## src/rtl/backward_maccum_pkg.sv

```systemverilog
// Shared helpers for the backward multiply-accumulate datapath: pipeline mode
// names, accumulator width and the saturating fixed-point product.
package nn_pkg;

  localparam string BURST_YES = "yes";
  localparam string BURST_NO  = "no";

  // Accumulator width for a sum of n terms of width wf; wide enough that it cannot overflow.
  function automatic int accw(input int n, input int wf);
    return $clog2(n) + wf;
  endfunction

  // Q1.(wf-1) product: full-precision multiply, floor shift, then clamp to wf bits.
  function automatic logic signed [31:0] sat_mul_q(input logic signed [31:0] a,
                                                  input logic signed [31:0] b,
                                                  input int wf);
    logic signed [63:0] prod;
    logic signed [63:0] hi;
    logic signed [63:0] lo;
    prod = 64'(a) * 64'(b);
    prod = prod >>> (wf - 1);
    hi   = (64'sd1 <<< (wf - 1)) - 64'sd1;
    lo   = -hi - 64'sd1;
    if (prod > hi) begin
      prod = hi;
    end else if (prod < lo) begin
      prod = lo;
    end
    return 32'(prod);
  endfunction

endpackage

```

## src/rtl/backward_maccum_pipe_stage.sv

```systemverilog
// One valid/ready register slice. In pipelined mode it accepts while the
// downstream pops (full throughput); otherwise it only accepts when empty.
module pipe_stage
  import nn_pkg::*;
#(
  parameter int    W     = 8,
  parameter string BURST = BURST_YES
) (
  input  logic         clk_i,
  input  logic         rst_ni,
  input  logic         valid_i,
  output logic         ready_o,
  input  logic [W-1:0] data_i,
  output logic         valid_o,
  input  logic         ready_i,
  output logic [W-1:0] data_o
);

  localparam bit PIPELINED = (BURST != BURST_NO);

  logic         valid_q, valid_d;
  logic [W-1:0] data_q, data_d;
  logic         load;

  if (PIPELINED) begin : g_burst
    assign ready_o = !valid_q | ready_i;
  end else begin : g_single
    assign ready_o = !valid_q;
  end

  assign load = valid_i & ready_o;

  // Next state: load new word, otherwise drop valid once the consumer takes it; data held while stalled.
  always_comb begin
    valid_d = valid_q;
    data_d  = data_q;
    if (load) begin
      valid_d = 1'b1;
      data_d  = data_i;
    end else if (ready_i) begin
      valid_d = 1'b0;
    end
  end

  // Slice registers, cleared immediately by reset so no partial word escapes.
  always_ff @(posedge clk_i or negedge rst_ni) begin
    if (!rst_ni) begin
      valid_q <= 1'b0;
      data_q  <= '0;
    end else begin
      valid_q <= valid_d;
      data_q  <= data_d;
    end
  end

  assign valid_o = valid_q;
  assign data_o  = data_q;

endmodule

```

## src/rtl/backward_maccum.sv

```systemverilog
// Backward-pass MAC: joins the weight and child-delta streams, registers the
// saturated products (S1), then registers per-parent sums (S2) to the output.
module backward_maccum
  import nn_pkg::*;
#(
  parameter int    NP    = 3,
  parameter int    NC    = 2,
  parameter int    WF    = 8,
  parameter string BURST = BURST_YES
) (
  input  logic                          iCLK,
  input  logic                          iRST,
  input  logic                          iValid_AM_Weight,
  output logic                          oReady_AM_Weight,
  input  logic [NP*NC*WF-1:0]           iData_AM_Weight,
  input  logic                          iValid_AM_Delta1,
  output logic                          oReady_AM_Delta1,
  input  logic [NC*WF-1:0]              iData_AM_Delta1,
  output logic                          oValid_BM_Accum,
  input  logic                          iReady_BM_Accum,
  output logic [NP*accw(NC, WF)-1:0]    oData_BM_Accum
);

  localparam int AW        = accw(NC, WF);
  localparam int PW        = NP * NC * WF;
  localparam int SW        = NP * AW;
  localparam bit PIPELINED = (BURST != BURST_NO);

  logic          ready_en_q;
  logic          accept;
  logic          fire;
  logic          s1_ready, s1_valid, s2_ready;
  logic [PW-1:0] prod_d;
  logic [PW-1:0] s1_data;
  logic [SW-1:0] sum_d;

  // Inputs stay blocked during reset and open on the first edge after release.
  always_ff @(posedge iCLK or negedge iRST) begin
    if (!iRST) begin
      ready_en_q <= 1'b0;
    end else begin
      ready_en_q <= 1'b1;
    end
  end

  // Single-in-flight mode also waits for S2 to empty, i.e. for the output handshake.
  assign accept           = ready_en_q & s1_ready & (PIPELINED | !oValid_BM_Accum);
  assign oReady_AM_Weight = accept;
  assign oReady_AM_Delta1 = accept;
  // Both streams are consumed together or not at all.
  assign fire             = accept & iValid_AM_Weight & iValid_AM_Delta1;

  // Products: index gi = p*NC + c pairs W[p][c] with delta[c].
  for (genvar gi = 0; gi < NP * NC; gi++) begin : g_prod
    assign prod_d[gi*WF +: WF] = WF'(sat_mul_q(
        32'($signed(iData_AM_Weight[gi*WF +: WF])),
        32'($signed(iData_AM_Delta1[(gi % NC)*WF +: WF])),
        WF));
  end

  // Per-parent adder over the registered products, sign-extended to AW bits.
  for (genvar gi = 0; gi < NP; gi++) begin : g_sum
    logic signed [AW-1:0] acc;
    // Sum the NC products belonging to parent gi.
    always_comb begin
      acc = '0;
      for (int c = 0; c < NC; c++) begin
        acc = acc + AW'($signed(s1_data[(gi*NC + c)*WF +: WF]));
      end
    end
    assign sum_d[gi*AW +: AW] = acc;
  end

  pipe_stage #(.W(PW), .BURST(BURST)) u_s1 (
    .clk_i   (iCLK),
    .rst_ni  (iRST),
    .valid_i (fire),
    .ready_o (s1_ready),
    .data_i  (prod_d),
    .valid_o (s1_valid),
    .ready_i (s2_ready),
    .data_o  (s1_data)
  );

  pipe_stage #(.W(SW), .BURST(BURST)) u_s2 (
    .clk_i   (iCLK),
    .rst_ni  (iRST),
    .valid_i (s1_valid),
    .ready_o (s2_ready),
    .data_i  (sum_d),
    .valid_o (oValid_BM_Accum),
    .ready_i (iReady_BM_Accum),
    .data_o  (oData_BM_Accum)
  );

endmodule
```

## config.mk

```make
export PLATFORM = sky130hd
export DESIGN_NAME = backward_maccum
export DESIGN_NICKNAME = d
export VERILOG_FILES = /design/src/rtl/backward_maccum_pkg.sv /design/src/rtl/backward_maccum_pipe_stage.sv /design/src/rtl/backward_maccum.sv
export SDC_FILE = /design/constraint.sdc
export NUM_CORES = 1
export LEC_CHECK = 0
export BUFFER_PORTS_ARGS = -buffer_cell sky130_fd_sc_hd__buf_2
export CORE_MARGIN = 1
export CORE_UTILIZATION = 65
export DETAILED_ROUTE_END_ITERATION = 7
export PLACE_DENSITY = 0.86
export SLEW_MARGIN = 15
export SYNTH_ARGS = -nofsm -noshare
export SYNTH_HDL_FRONTEND = slang
export SYNTH_SLANG_ARGS = --single-unit
```

## constraint.sdc

```tcl
create_clock -name iCLK -period 2.6 [get_ports iCLK]
set_input_delay 0.26 -clock iCLK [delete_from_list [all_inputs] [get_ports iCLK]]
set_output_delay 0.26 -clock iCLK [all_outputs]
set_load 0.01 [all_outputs]
```

==> results of run 1 <==
-- metal layers --
layer	GRT overflow	track usage, %
met5	0	45.0
met1	3	76.4
met2	43	93.4
met3	1	66.1
met4	25	77.5
-- repair_timing --
| action | 4_1_cts |
|---|---|
| gates cloned | 4 |
| resized for setup | 229 |
| endpoints found under the setup margin | 48 |
| pin swaps | 105 |
| setup buffers | 54 |
-- kinds of logic after synthesis --
| group | count (synthesis) | share of synthesized area, % |
|---|---|---|
| flops | 78 | 10.5 |
| compound gates | 241 | 8.43 |
| mux | 12 | 0.843 |
| buf+inv | 541 | 11.0 |
| fa+ha+maj | 508 | 47.2 |
| simple gates | 587 | 17.1 |
| xor+xnor | 99 | 4.94 |
| other cells | 1 | 0.0202 |
-- through the flow --
step | instance area [um^2] | util, %
after floorplan | 19000 | -
after global placement | 22000 | 78.6
after CTS | 23800 | 85.2
after detailed placement | 22000 | 78.6
==> flow_summary_export.csv, run 1 <==
group,metric,value,unit
status,status,"aborted with a tool error",
status,lastStage,"global routing (5_1_grt)",
status,error_line,"[ERROR GRT-0232] Routing congestion too high. Check the congestion heatmap in the GUI.",
place,pre_cts_ws,-2.27,ns
clock_network,cts_hold_buf,0,
place,place.gp.congestion,0.882,
die,start_util,66.4,%
synthesis,synth-async-reset-ratio,100,%
clock_network,clock_sinks,78,
synthesis,synth_flop_cell,"dfrtp_1",
clock_network,cts_root_buf,"clkbuf_16",
synthesis,yosysSeqAreaShare,10.5,%
synthesis,yosysMostFrequentCell,"inv_1",
synthesis,yosys_warnings,0,
clock_network,numCtsBuffers,9,
die,ios,99,
synthesis,netlist_area,18600,um^2
global_route,grtUsageTotal,78.2,%
sta,endpoint_type,"register data pin",
synthesis,synth-seq-cells,78,
die,rows,61,
synthesis,synth.largest_area_cell,"fa_1",
global_route,grt_max_degree,79,
clock_network,cts-htree-levels,3,
synthesis,synth.top_cell.area_share,34.6,%
place,numPortBuffers,98,
global_route,grt_overflow,72,
synthesis,synthTopCellsByArea,"fa_1, ha_1, dfrtp_1",
synthesis,postSynthAreaPerCell,8.98,um^2
sta,worst_endpoint,"u_s1.data_o[43]$_DFFE_PN0P_/D",
place,dp_hpwl,37.2,mm
die,die_w,171,um
synthesis,synth_commonest_cells,"inv_1, fa_1, and2_1, ha_1, nand2_1",
synthesis,synth_edf_count,0,
synthesis,syn_nets,2643,
clock_network,cts_max_path_buffers,2,
die,die_h,171,um
synthesis,syn_inst,2067,
place,dp_cells,2792,
synthesis,yosysUniqueCellTypes,81,
==> inputs of run 2 (changes only) <==
- CORE_UTILIZATION: 65 -> 40
- PLACE_DENSITY: 0.86 -> not set
- PLACE_DENSITY_LB_ADDON: not set -> 0.15
==> run 2 against run 1 <==
  * The flow now finishes, with violations (negative setup slack)
  * Synthesized cell count unchanged
  * Area after synthesis unchanged
==> flow_summary_export.csv, run 2 <==
group,metric,value,unit
power,p_per_area,1160,nW/um^2
die,die_area,47200,um^2
sta,hold_violations,0,
synthesis,netlist_area,18600,um^2
worst_setup_path,r2r_end,"u_s2.data_o[26]",
worst_hold_path,holdPathStages,3,
layout,final_cell_mix,"inv_1, buf_4, fa_1",
sta,worst_slew_pin_slew,0.762,ns
worst_setup_path,required,2.82,ns
power,switching_share,46.8,%
worst_setup_path,cp_max_fo,4,
layout,diodes,0,
synthesis,synthTopCellsByArea,"fa_1, ha_1, dfrtp_1",
sta,period_needed,4.40,ns
power,clockPowerShare,4.2,%
worst_setup_path,criticalPathCategory,"primary input to register",
sta,rsz0062_at_grt,"yes",
clock_network,cts_max_path_buffers,2,
synthesis,yosysUniqueCellTypes,81,
status,status,"finished, violations left",
sta,postLayoutSetupSlackWorst,-1.80,ns
place,place.gp.congestion,0.832,
global_route,grt_first_pass_wirelength,73.9,mm
clock_network,cts_tree,"yes",
sta,maxSlewHeadroom,49.2,%
worst_setup_path,rr_worst_depth,11,
layout,nNetsFinal,3089,
sta,finalMaxSlewViolations,0,
power,p_switching,0.0133,W
drt,first_pass_iters,5,
worst_setup_path,slowest_stage,"fa_1",
clock_network,cts_root_buf,"clkbuf_16",
layout,layout_commonest_cell,"inv_1",
sta,setup_violations,48,
synthesis,synth-async-reset-ratio,100,%
job,maxCapViolCount,0,
drt,viasPerCell,4.71,
layout,syn2layout_area_growth,31.7,%
global_route,grt_overflow,0,
drt,routed_wl,43.4,mm
synthesis,synth_flop_cell,"dfrtp_1",
synthesis,syn_inst,2067,
sta,max_freq,228,MHz
place,pre_cts_ws,-2.26,ns
worst_setup_path,worstPathArrival,4.62,ns
power,seq_power_share,7.6,%
sta,fin_setup_tns,-80.83,ns
synthesis,synth.largest_area_cell,"fa_1",
power,p_leak,12.4,nW
worst_hold_path,min_path_type,"primary input to register",
die,core-area,45600,um^2
synthesis,synth_edf_count,0,
layout,drive_gt1_share,29.4,%
power,ir_worst_vdd,0.000709,V
die,die_h,217,um
die,start_util,40.7,%
worst_setup_path,timing.rr.start,"u_s1.data_o[32]",
drt,post-route-drc-count,0,
worst_hold_path,whs_endpoint,"u_s1.valid_o",
die,rows,78,
synthesis,postSynthAreaPerCell,8.98,um^2
drt,drt_iter0_drc,449,
worst_setup_path,path_cells,"buf_8 -> buf_6 -> and2_4 -> fa_1 -> inv_1 -> fa_1 -> inv_2 -> fa_1 -> inv_1 -> fa_1 -> inv_2 -> ha_4 -> nand4b_1 -> o2111ai_2 -> o311ai_4 -> a21oi_2 -> or3_4 -> and3_4 -> a21oi_2 -> o21ai_1",
place,numPortBuffers,98,
drt,wl_per_cell,13.9,um
power,intPower,0.0151,W
drt,ant_nets,0,
global_route,grtUsageTotal,19.1,%
global_route,grt_pass1_vias,16100,
synthesis,yosys_warnings,0,
synthesis,yosysSeqAreaShare,10.5,%
clock_network,numCtsBuffers,9,
synthesis,synth-seq-cells,78,
power,p_comb_share,88.2,%
worst_hold_path,min-delay-start,"iReady_BM_Accum",
global_route,grt_max_degree,57,
worst_setup_path,max_stage_delay,0.53,ns
synthesis,yosysMostFrequentCell,"inv_1",
worst_setup_path,worst_path_most_repeated_cell,"fa_1",
sta,fin_crit_sh,169,%
clock_network,insertion_delay,0.34,ns
die,die_w,217,um
synthesis,synth.top_cell.area_share,34.6,%
worst_setup_path,r2r_slack,0.36,ns
clock_network,clock_sinks,78,
layout,largest_reg_flops,48,
worst_setup_path,startpoint_type,"primary input",
place,dp_hpwl,35.7,mm
synthesis,synth_commonest_cells,"inv_1, fa_1, and2_1, ha_1, nand2_1",
worst_setup_path,crit_path_end_kind,"register",
clock_network,path_clk_slew,0.06,ns
drt,num_vias,14700,
sta,clock_skew,0.00850,ns
synthesis,syn_nets,2643,
die,ios,99,
global_route,antenna_found_initial,0,
clock_network,cts-htree-levels,3,
status,violations,"negative setup slack",
[run 2: cell counts after synthesis]
Identical to the previous run, type by type.
[run 2: metal layers]
| metal | vias to the layer above | routed length, um | global-route usage (%) |
|---|---|---|---|
| met2 | 124 | 22100 | 34.6 |
| met1 | 7361 | 19800 | 25.1 |
| met3 | 27 | 1160 | 2.31 |
| met4 | 0 | 309 | 2.09 |
| li1 | 7165 | - | - |
| met5 | - | 0 | 0 |
[run 2: logic make-up after synthesis]
kind of cell	Yosys count	synth area share (%)
and+or+nand+nor	587	17.1
buffers and inverters	541	11.0
adders and majority gates	508	47.2
AOI/OAI and AO/OA	241	8.43
xor gates and xnor gates	99	4.94
DFF	78	10.5
muxes	12	0.843
other	1	0.0202
[run 2: what timing repair did]
item	in CTS	in global routing
setup buffers	37	20
hold endpoints to repair	22	0
pin swaps	87	80
hold buffers	1	0
endpoints found under the setup margin	48	48
gates resized for setup	184	108
gates cloned	3	2
[run 2: layout make-up]
| type | instances | area [um^2] |
|---|---|---|
| Fill cell | 4189 | 21100 |
| Multi-Input combinational cell | 1448 | 15700 |
| Timing Repair Buffer | 482 | 3920 |
| Sequential cell | 78 | 1950 |
| Inverter | 494 | 1850 |
| Tap cell | 600 | 751 |
| Clock buffer | 13 | 260 |
| Clock inverter | 3 | 18.8 |
[run 2: worst max-delay path by stage]
stage | from | endpoint | slack [ns]
5_1_grt | iData_AM_Weight[27] | u_s1.data_o[28] | -1.96
6_report | iData_AM_Delta1[4] | u_s1.data_o[19] | -1.80
3_5_place_dp | iData_AM_Delta1[10] | u_s1.data_o[46] | -2.26
4_1_cts | iData_AM_Delta1[10] | u_s1.data_o[29] | -1.82
2_1_floorplan | iData_AM_Delta1[9] | u_s1.data_o[29] | -1.98
3_3_place_gp | iData_AM_Delta1[10] | u_s1.data_o[29] | -2.21
[run 2: power by group through the flow]
| stage | clock network [W] | registers, W | logic [W] |
|---|---|---|---|
| 2_1_floorplan | 0 | 0.00213 | 0.0139 |
| 3_5_place_dp | 0 | 0.00217 | 0.0211 |
| 4_1_cts | 0.00122 | 0.00216 | 0.0236 |
| 5_1_grt | 0.00128 | 0.00221 | 0.0280 |
| 6_report | 0.00119 | 0.00215 | 0.0250 |
| 3_3_place_gp | 0 | 0.00217 | 0.0206 |
[run 2: stage by stage]
step                power [W]  std cells  utilization, %  cell area [um^2]  hold slack [ns]
finish                 0.0284       3118            53.6             24400            0.209
global placement       0.0228       3043            49.3             22500            0.168
floorplan              0.0161       2067               -             19000          -0.0356
global route           0.0315       3118            53.6             24400            0.225
detailed placement     0.0233       3043            49.3             22500            0.173
CTS                    0.0269       3100            52.3             23800            0.198
[run 2: critical path: cells and delay by family]
family,cells,cell delay (ns)
AO/OA/AOI/OAI,5,0.87
buffers and inverters,6,0.42
adder cells (fa/ha/maj),5,2.20
AND/OR/NAND/NOR,4,0.85
(Power assumes the default switching activity.)
